==> config.mk <==
export PLATFORM = sky130hd
export DESIGN_NAME = alt_vipitc121_is2vid_mode_sequencer
export DESIGN_NICKNAME = d
export VERILOG_FILES = /design/src/rtl/alt_vipitc121_IS2Vid_mode_seq_pkg.sv /design/src/rtl/alt_vipitc121_is2vid_mode_sequencer.sv
export SDC_FILE = /design/constraint.sdc
export NUM_CORES = 1
export LEC_CHECK = 0
export BUFFER_PORTS_ARGS = -buffer_cell sky130_fd_sc_hd__buf_2
export CAP_MARGIN = 0
export CELL_PAD_IN_SITES_DETAIL_PLACEMENT = 0
export CELL_PAD_IN_SITES_GLOBAL_PLACEMENT = 2
export CORE_MARGIN = 2
export CORE_UTILIZATION = 29
export DETAILED_ROUTE_END_ITERATION = 6
export PLACE_DENSITY = 0.7
export SETUP_SLACK_MARGIN = 0.3
export SYNTH_ARGS = -nofsm -noshare
export SYNTH_HDL_FRONTEND = slang
export SYNTH_SLANG_ARGS = --single-unit
==> constraint.sdc <==
create_clock -name clk -period 2.2 [get_ports clk]
set_input_delay 0.44 -clock clk [delete_from_list [all_inputs] [get_ports clk]]
set_output_delay 0.44 -clock clk [all_outputs]
set_load 0.01 [all_outputs]
==> src/rtl/alt_vipitc121_IS2Vid_mode_seq_pkg.sv <==
// Shared constants for the IS2Vid mode-change sequencer.
// State encoding is kept as plain 3-bit constants for compatibility with older tools.
package alt_vipitc121_IS2Vid_mode_seq_pkg;

  localparam int STATE_W = 3;

  localparam logic [STATE_W-1:0] ST_IDLE    = 3'd0;
  localparam logic [STATE_W-1:0] ST_SETTLE  = 3'd1;
  localparam logic [STATE_W-1:0] ST_CAPTURE = 3'd2;
  localparam logic [STATE_W-1:0] ST_WAIT_FB = 3'd3;
  localparam logic [STATE_W-1:0] ST_LOAD    = 3'd4;

  localparam int SEQ_SETTLE_CYCLES_DEF = 3;
  localparam int SEQ_CNT_W             = 4;

endpackage

==> src/rtl/alt_vipitc121_is2vid_mode_sequencer.sv <==
// Sequences a mode change: select bank, settle the multicycle calc path, capture,
// then commit the new timing at a frame boundary (or at once when output is stopped).
module alt_vipitc121_is2vid_mode_sequencer
  import alt_vipitc121_IS2Vid_mode_seq_pkg::*;
#(
  parameter int NUM_MODES     = 4,
  parameter int MODE_W        = 4,
  parameter int SETTLE_CYCLES = SEQ_SETTLE_CYCLES_DEF
) (
  input  logic              clk,
  input  logic              rst,
  input  logic              go,
  input  logic              req_valid,
  input  logic [MODE_W-1:0] req_mode,
  output logic              req_ready,
  input  logic              frame_boundary,
  output logic [MODE_W-1:0] mode_sel,
  output logic              calc_load,
  output logic              timing_load,
  output logic [MODE_W-1:0] active_mode,
  output logic              mode_valid,
  output logic              busy,
  output logic              bad_mode
);

  // One extra bit so NUM_MODES == 2**MODE_W still compares correctly.
  localparam logic [MODE_W:0]        NUM_MODES_V = (MODE_W + 1)'(NUM_MODES);
  localparam logic [SEQ_CNT_W-1:0]   CNT_INIT    = SEQ_CNT_W'(SETTLE_CYCLES - 1);

  logic [STATE_W-1:0]   r_state;
  logic [SEQ_CNT_W-1:0] r_cnt;
  logic [MODE_W-1:0]    r_mode_sel;
  logic [MODE_W-1:0]    r_active_mode;
  logic                 r_mode_valid;
  logic                 r_bad_mode;
  logic                 r_calc_load;
  logic                 r_timing_load;
  logic                 r_busy;

  logic [STATE_W-1:0]   w_state_nxt;
  logic                 w_hs;
  logic                 w_bad;
  logic                 w_redundant;
  logic                 w_start;

  assign req_ready   = (r_state == ST_IDLE);
  assign w_hs        = req_valid && req_ready;
  assign w_bad       = ({1'b0, req_mode} >= NUM_MODES_V);
  assign w_redundant = r_mode_valid && (req_mode == r_active_mode);
  assign w_start     = w_hs && !w_bad && !w_redundant;

  always_comb begin
    w_state_nxt = r_state;
    case (r_state)
      ST_IDLE:    if (w_start) w_state_nxt = ST_SETTLE;
      ST_SETTLE:  if (r_cnt == '0) w_state_nxt = ST_CAPTURE;
      ST_CAPTURE: w_state_nxt = ST_WAIT_FB;
      // The first mode after reset has nothing on screen to protect, so it loads at once.
      ST_WAIT_FB: if (frame_boundary || !go || !r_mode_valid) w_state_nxt = ST_LOAD;
      ST_LOAD:    w_state_nxt = ST_IDLE;
      default:    w_state_nxt = ST_IDLE;
    endcase
  end

  always_ff @(posedge clk) begin
    if (rst) begin
      r_state       <= ST_IDLE;
      r_cnt         <= '0;
      r_mode_sel    <= '0;
      r_active_mode <= '0;
      r_mode_valid  <= 1'b0;
      r_bad_mode    <= 1'b0;
      r_calc_load   <= 1'b0;
      r_timing_load <= 1'b0;
      r_busy        <= 1'b0;
    end else begin
      r_state       <= w_state_nxt;
      r_calc_load   <= (w_state_nxt == ST_CAPTURE);
      r_timing_load <= (w_state_nxt == ST_LOAD);
      r_busy        <= (w_state_nxt != ST_IDLE);
      if (w_start) begin
        r_mode_sel <= req_mode;
        r_cnt      <= CNT_INIT;
      end else if (r_state == ST_SETTLE && r_cnt != '0) begin
        r_cnt <= r_cnt - SEQ_CNT_W'(1);
      end
      if (w_hs && w_bad) r_bad_mode <= 1'b1;
      if (r_state == ST_LOAD) begin
        r_active_mode <= r_mode_sel;
        r_mode_valid  <= 1'b1;
      end
    end
  end

  assign mode_sel    = r_mode_sel;
  assign calc_load   = r_calc_load;
  assign timing_load = r_timing_load;
  assign active_mode = r_active_mode;
  assign mode_valid  = r_mode_valid;
  assign busy        = r_busy;
  assign bad_mode    = r_bad_mode;

endmodule
Word level (Yosys, flattened, before mapping)
Cells that the tools add are included.
{"block": "word_totals", "register_bits": 20, "input_bits": 9, "out_inout_bits": 14, "word_cells": 43}
{"block": "classes", "add_sub_neg": 1, "order_cmp": 1, "n_eq_ne": 7, "mux": 6, "n_reduce_logical": 18}
{"operator": "$pmux 3 s4", "n": 1}
{"operator": "$eq 3x2->1 const B", "n": 3}
{"operator": "$mux 3", "n": 3}
{"operator": "$eq 3x3->1 const B", "n": 2}
{"operator": "$logic_and 1x1->1", "n": 6}
{"operator": "$eq 4x4->1", "n": 1}
{"operator": "$ge 4x3->1 const B", "n": 1}
{"operator": "$logic_not 1->1", "n": 4}
{"operator": "$logic_not 4->1", "n": 1}
{"operator": "$mux 2", "n": 2}
{"operator": "$reduce_bool 4->1", "n": 1}
{"operator": "$sub 4x1->4 const B", "n": 1}
{"operator": "$eq 3x1->1 const B", "n": 1}
{"operator": "$logic_not 3->1", "n": 1}
{"operator": "$reduce_bool 3->1", "n": 1}
{"operator": "$logic_or 1x1->1", "n": 2}
{"operator": "$reduce_bool 2->1", "n": 1}
{"operator": "$reduce_or 2->1", "n": 1}

Longest topological paths before layout
{"block": "depth", "ltp_word": 7, "ltp_mapped": 5, "depth_no_buf": 5}

Least setup slack after synthesis
No wires, ideal clock.
{"block": "synth_timing", "path_kind": "reg-to-reg", "start": "register r_state[0]", "end": "register r_cnt[3]", "setup_time_ns": 0.080, "arrival_time_ns": 1.583, "required_time_ns": 2.120, "slack_ns": 0.537, "path_stages_with_launch": 5, "cell_sequence": "dfxtp_1 > or3b_1 > buf_2 > or4_4 > a211oi_2"}
{"block": "synth_between", "elab_chain_cells": 5, "elab_cells_between_ends": 7, "cone_classes": "eq/ne: 1; reduce/logical: 6"}
{"item": "start: declaration", "line_no": "alt_vipitc121_is2vid_mode_sequencer.sv:30", "rtl": "logic [STATE_W-1:0] r_state;"}
{"item": "start signal: assignment", "line_no": "alt_vipitc121_is2vid_mode_sequencer.sv:77", "rtl": "r_state <= w_state_nxt;"}
{"item": "$logic_not 3->1", "line_no": "alt_vipitc121_is2vid_mode_sequencer.sv:46", "rtl": "assign req_ready = (r_state == ST_IDLE);"}
{"item": "$logic_and 1x1->1", "line_no": "alt_vipitc121_is2vid_mode_sequencer.sv:47", "rtl": "assign w_hs = req_valid && req_ready;"}
{"item": "$logic_and 1x1->1 (2 in series)", "line_no": "alt_vipitc121_is2vid_mode_sequencer.sv:50", "rtl": "assign w_start = w_hs && !w_bad && !w_redundant;"}
{"item": "$reduce_or 2->1 (no line)"}
{"item": "end signal: assignment", "line_no": "alt_vipitc121_is2vid_mode_sequencer.sv:85", "rtl": "r_cnt <= r_cnt - SEQ_CNT_W'(1);"}
{"item": "end: declaration", "line_no": "alt_vipitc121_is2vid_mode_sequencer.sv:31", "rtl": "logic [SEQ_CNT_W-1:0] r_cnt;"}
Parallel ways exist; a longest one is shown, timed or not.
A chain may end at the register's enable or synchronous reset.

Worst setup path in the final report
Same ends and word-level chain as after synthesis.

==> flow_summary.yaml <==
detailed_routing:
  drtPass1Iterations: 4
  ant_nets: 0
  drc: 0
  via_per_inst: 4.70
  wl_um: 1680
  drtIter0Drc: 16
  avgRoutedWirePerCell_um: 12.0
  vias: 658
sta:
  maxSlewViolCount: 0
  tightest_slew_ps: 573
  finalCritPeriodShare: 0.804
  hold_violations: 0
  period_needed_ps: 1770
  skew_ps: 1.61
  tns_ps: 0
  fmax_ghz: 0.566
  rsz0062_at_grt: "false"
  relSlewSlack: 0.617
  finalSetupViolCount: 0
worst_setup_path:
  timing.rr.end: "r_cnt[3]$_SDFFE_PP0P_"
  startpoint: "r_state[0]$_SDFF_PP0_"
  critical_path_arrival_ps: 1990
  worst-setup-path-type: "flip-flop to flip-flop"
  critPathBufInv: 0
  crit_chain: "or3b_1 -> or4_4 -> a211oi_2"
  cp-start-kind: "flip-flop"
  worst_setup_path_end_kind: "flip-flop"
  critical_path.reg2reg.startpoint: "r_state[0]$_SDFF_PP0_"
  critPathMaxFanout: 8
  critPathMaxStageDelay_ps: 550
  critPathRequiredTime_ps: 2420
  crit_family: "simple AND/OR/NAND/NOR gates"
  r2r_cells: 3
  rrSetupSlack_ps: 430
  worst-path-stages: 3
  crit_slowest_cell: "or4_4"
floorplanning:
  ios: 23
  die_y_um: 57.7
  fp.dieArea_um2: 3330
  placementRows: 19
  core_area_um2: 2760
  initial_core_util: 0.304
  die_w_um: 57.7
final_layout:
  nets: 120
  syn2layout_area_growth_pct: 21.1
  final_cells: 140
  diodes: 0
  drive_above_1_share: 0.294
synth:
  syn-num-nets: 96
  postSynthCellCount: 86
  syn-cell-area_um2: 837
  synth.area.top_cells: "dfxtp_1 48%, mux2i_1 7.2%, nand2b_1 4.5%"
  synth.most_common_cell: "dfxtp_1"
  synth.top_cell.area_share: 0.478
  synth_edf_count: 0
  yosys_warnings: 0
  ys_seq_area_frac: 0.478
  synth_top_cell_by_area: "dfxtp_1"
  async_flop_share: 0
  synth_top_cells_by_count: "20 x dfxtp_1, 8 x nor2_1, 6 x mux2i_1, 6 x nand2b_1"
  synth_area_per_cell_um2: 9.73
  synthFlopType: "dfxtp_1"
  synth_cell_type_count: 29
  ys_seq_elements: 20
power:
  power_frac_comb: 0.111
  p_leak_nw: 0.412
  powerDensity_nw_per_um2: 653
  switching_share: 0.235
  p_sw_mw: 0.155
  p_clk_frac: 0.312
  intPower_mw: 0.506
  peakVddDrop_mv: 0.557
  p_seq_frac: 0.577
global_routing:
  antenna_found_initial: 0
  first_global_vias: 619
  gr-max-usage-layer: "met2"
  grt_overflow: 0
  grt_util_met3: 0.0558
  gr-usage-met2: 0.167
  grt_pass1_wl_um: 2780
  grtUsageMet1: 0.137
  grt_max_degree: 23
  track_usage: 0.108
cts:
  clk_pin_slew_ps: 110
  worstSkewPairLatency_ps: 290
  tritoncts: "built"
  cts_setup_buffers: 0
  cts_buffers: 3
  h-tree-depth: 1
  cts_hold_buf: 0
  cts_sinks: 20
  cts_root_buffer: "clkbuf_4"
  clock_path_buffers: 2
  cts.repair.resized: 0
flow_run:
  max-cap-violations: 0
outcome:
  status: "complete, no violations"
place:
  dp.cells: 136
  io_buffers: 22
  gp_congestion: 0.734
  post-dp-hpwl_um: 1240
worst_hold_path:
  holdCritStartpoint: "req_mode[0]"
  holdPathEnd: "mode_sel[0]$_SDFFE_PP0P_"
  hold_path.class: "primary input to flip-flop"
  holdPathStages: 3
## power by group through the flow
| stage | Clock (mW) | Combinational (mW) | Sequential [mW] |
|---|---|---|---|
| 2_1_floorplan | 0 | 0.0458 | 0.392 |
| 3_3_place_gp | 0 | 0.0749 | 0.390 |
| 3_5_place_dp | 0 | 0.0745 | 0.390 |
| 4_1_cts | 0.219 | 0.0744 | 0.382 |
| 5_1_grt | 0.237 | 0.0827 | 0.384 |
| 6_report | 0.206 | 0.0733 | 0.382 |
## stage by stage
stage	total power [mW]	setup WS (ps)	cell area, µm²	hold slack (ps)	util
floorplan	0.438	537	837	476	-
global placement	0.465	475	977	466	0.354
detailed placement	0.464	449	977	466	0.354
CTS	0.676	433	1010	399	0.368
global route	0.704	334	1010	397	0.368
finish	0.662	432	1010	413	0.368
## area by class of cell
cell class / count / area, µm²
inverters: 3 / 11.3
clock buffers: 4 / 36.3
flip-flops and latches: 20 / 400
multi-input cells: 59 / 409
fillers: 304 / 1740
repair buffers: 23 / 118
well taps: 31 / 38.8
## worst register-to-register path, cell delays in order (launching register included)
cell and delay, ps:
dfxtp_1 450, or3b_1 490, or4_4 550, a211oi_2 210
## worst max path at each step
stage | end | slack [ps]
floorplan | r_cnt[3]$_SDFFE_PP0P_ | 540
global placement | r_cnt[3]$_SDFFE_PP0P_ | 480
detailed placement | r_cnt[3]$_SDFFE_PP0P_ | 450
CTS | r_cnt[3]$_SDFFE_PP0P_ | 430
global route | mode_sel[1]$_SDFFE_PP0P_ | 330
finish | r_cnt[3]$_SDFFE_PP0P_ | 430
## metal layers
layer,share of wire,vias to the layer above,wire length (µm)
li1,-,351,-
met3,0.069,2,116
met2,0.43,16,716
met1,0.49,289,828
met5,0,-,0
met4,0.0095,0,16
## cell families after synthesis
family / synth area share
AOI/OAI and AO/OA: 0.123
buffers and inverters: 0.0329
muxes: 0.0718
adders and majority gates: 0.0149
DFF: 0.478
xor gates and xnor gates: 0.0209
and+or+nand+nor: 0.259
## layout by cell type, fill, tap and decap left out, types with 2 or more instances in the layout
cell type	synthesis	final
or3_1	3	3
xor2_1	2	2
inv_1	3	3
clkbuf_4	0	3
mux2i_1	6	6
nor2_1	8	8
a31oi_1	3	3
nand2b_1	6	6
nor3_1	4	4
dfxtp_1	20	20
a21oi_1	2	2
a211oi_1	2	2
nor3b_1	4	4
o21ai_0	4	4
nand2_1	2	2
buf_2	1	22
## sequential cells by signal, summed over array words and instances (netlist names)
register,cells
timing_load,1
calc_load,1
mode_valid,1
active_mode,4
r_cnt,4
busy,1
r_state,3
bad_mode,1
mode_sel,4
No activity file was read; power rests on OpenSTA's default activity.
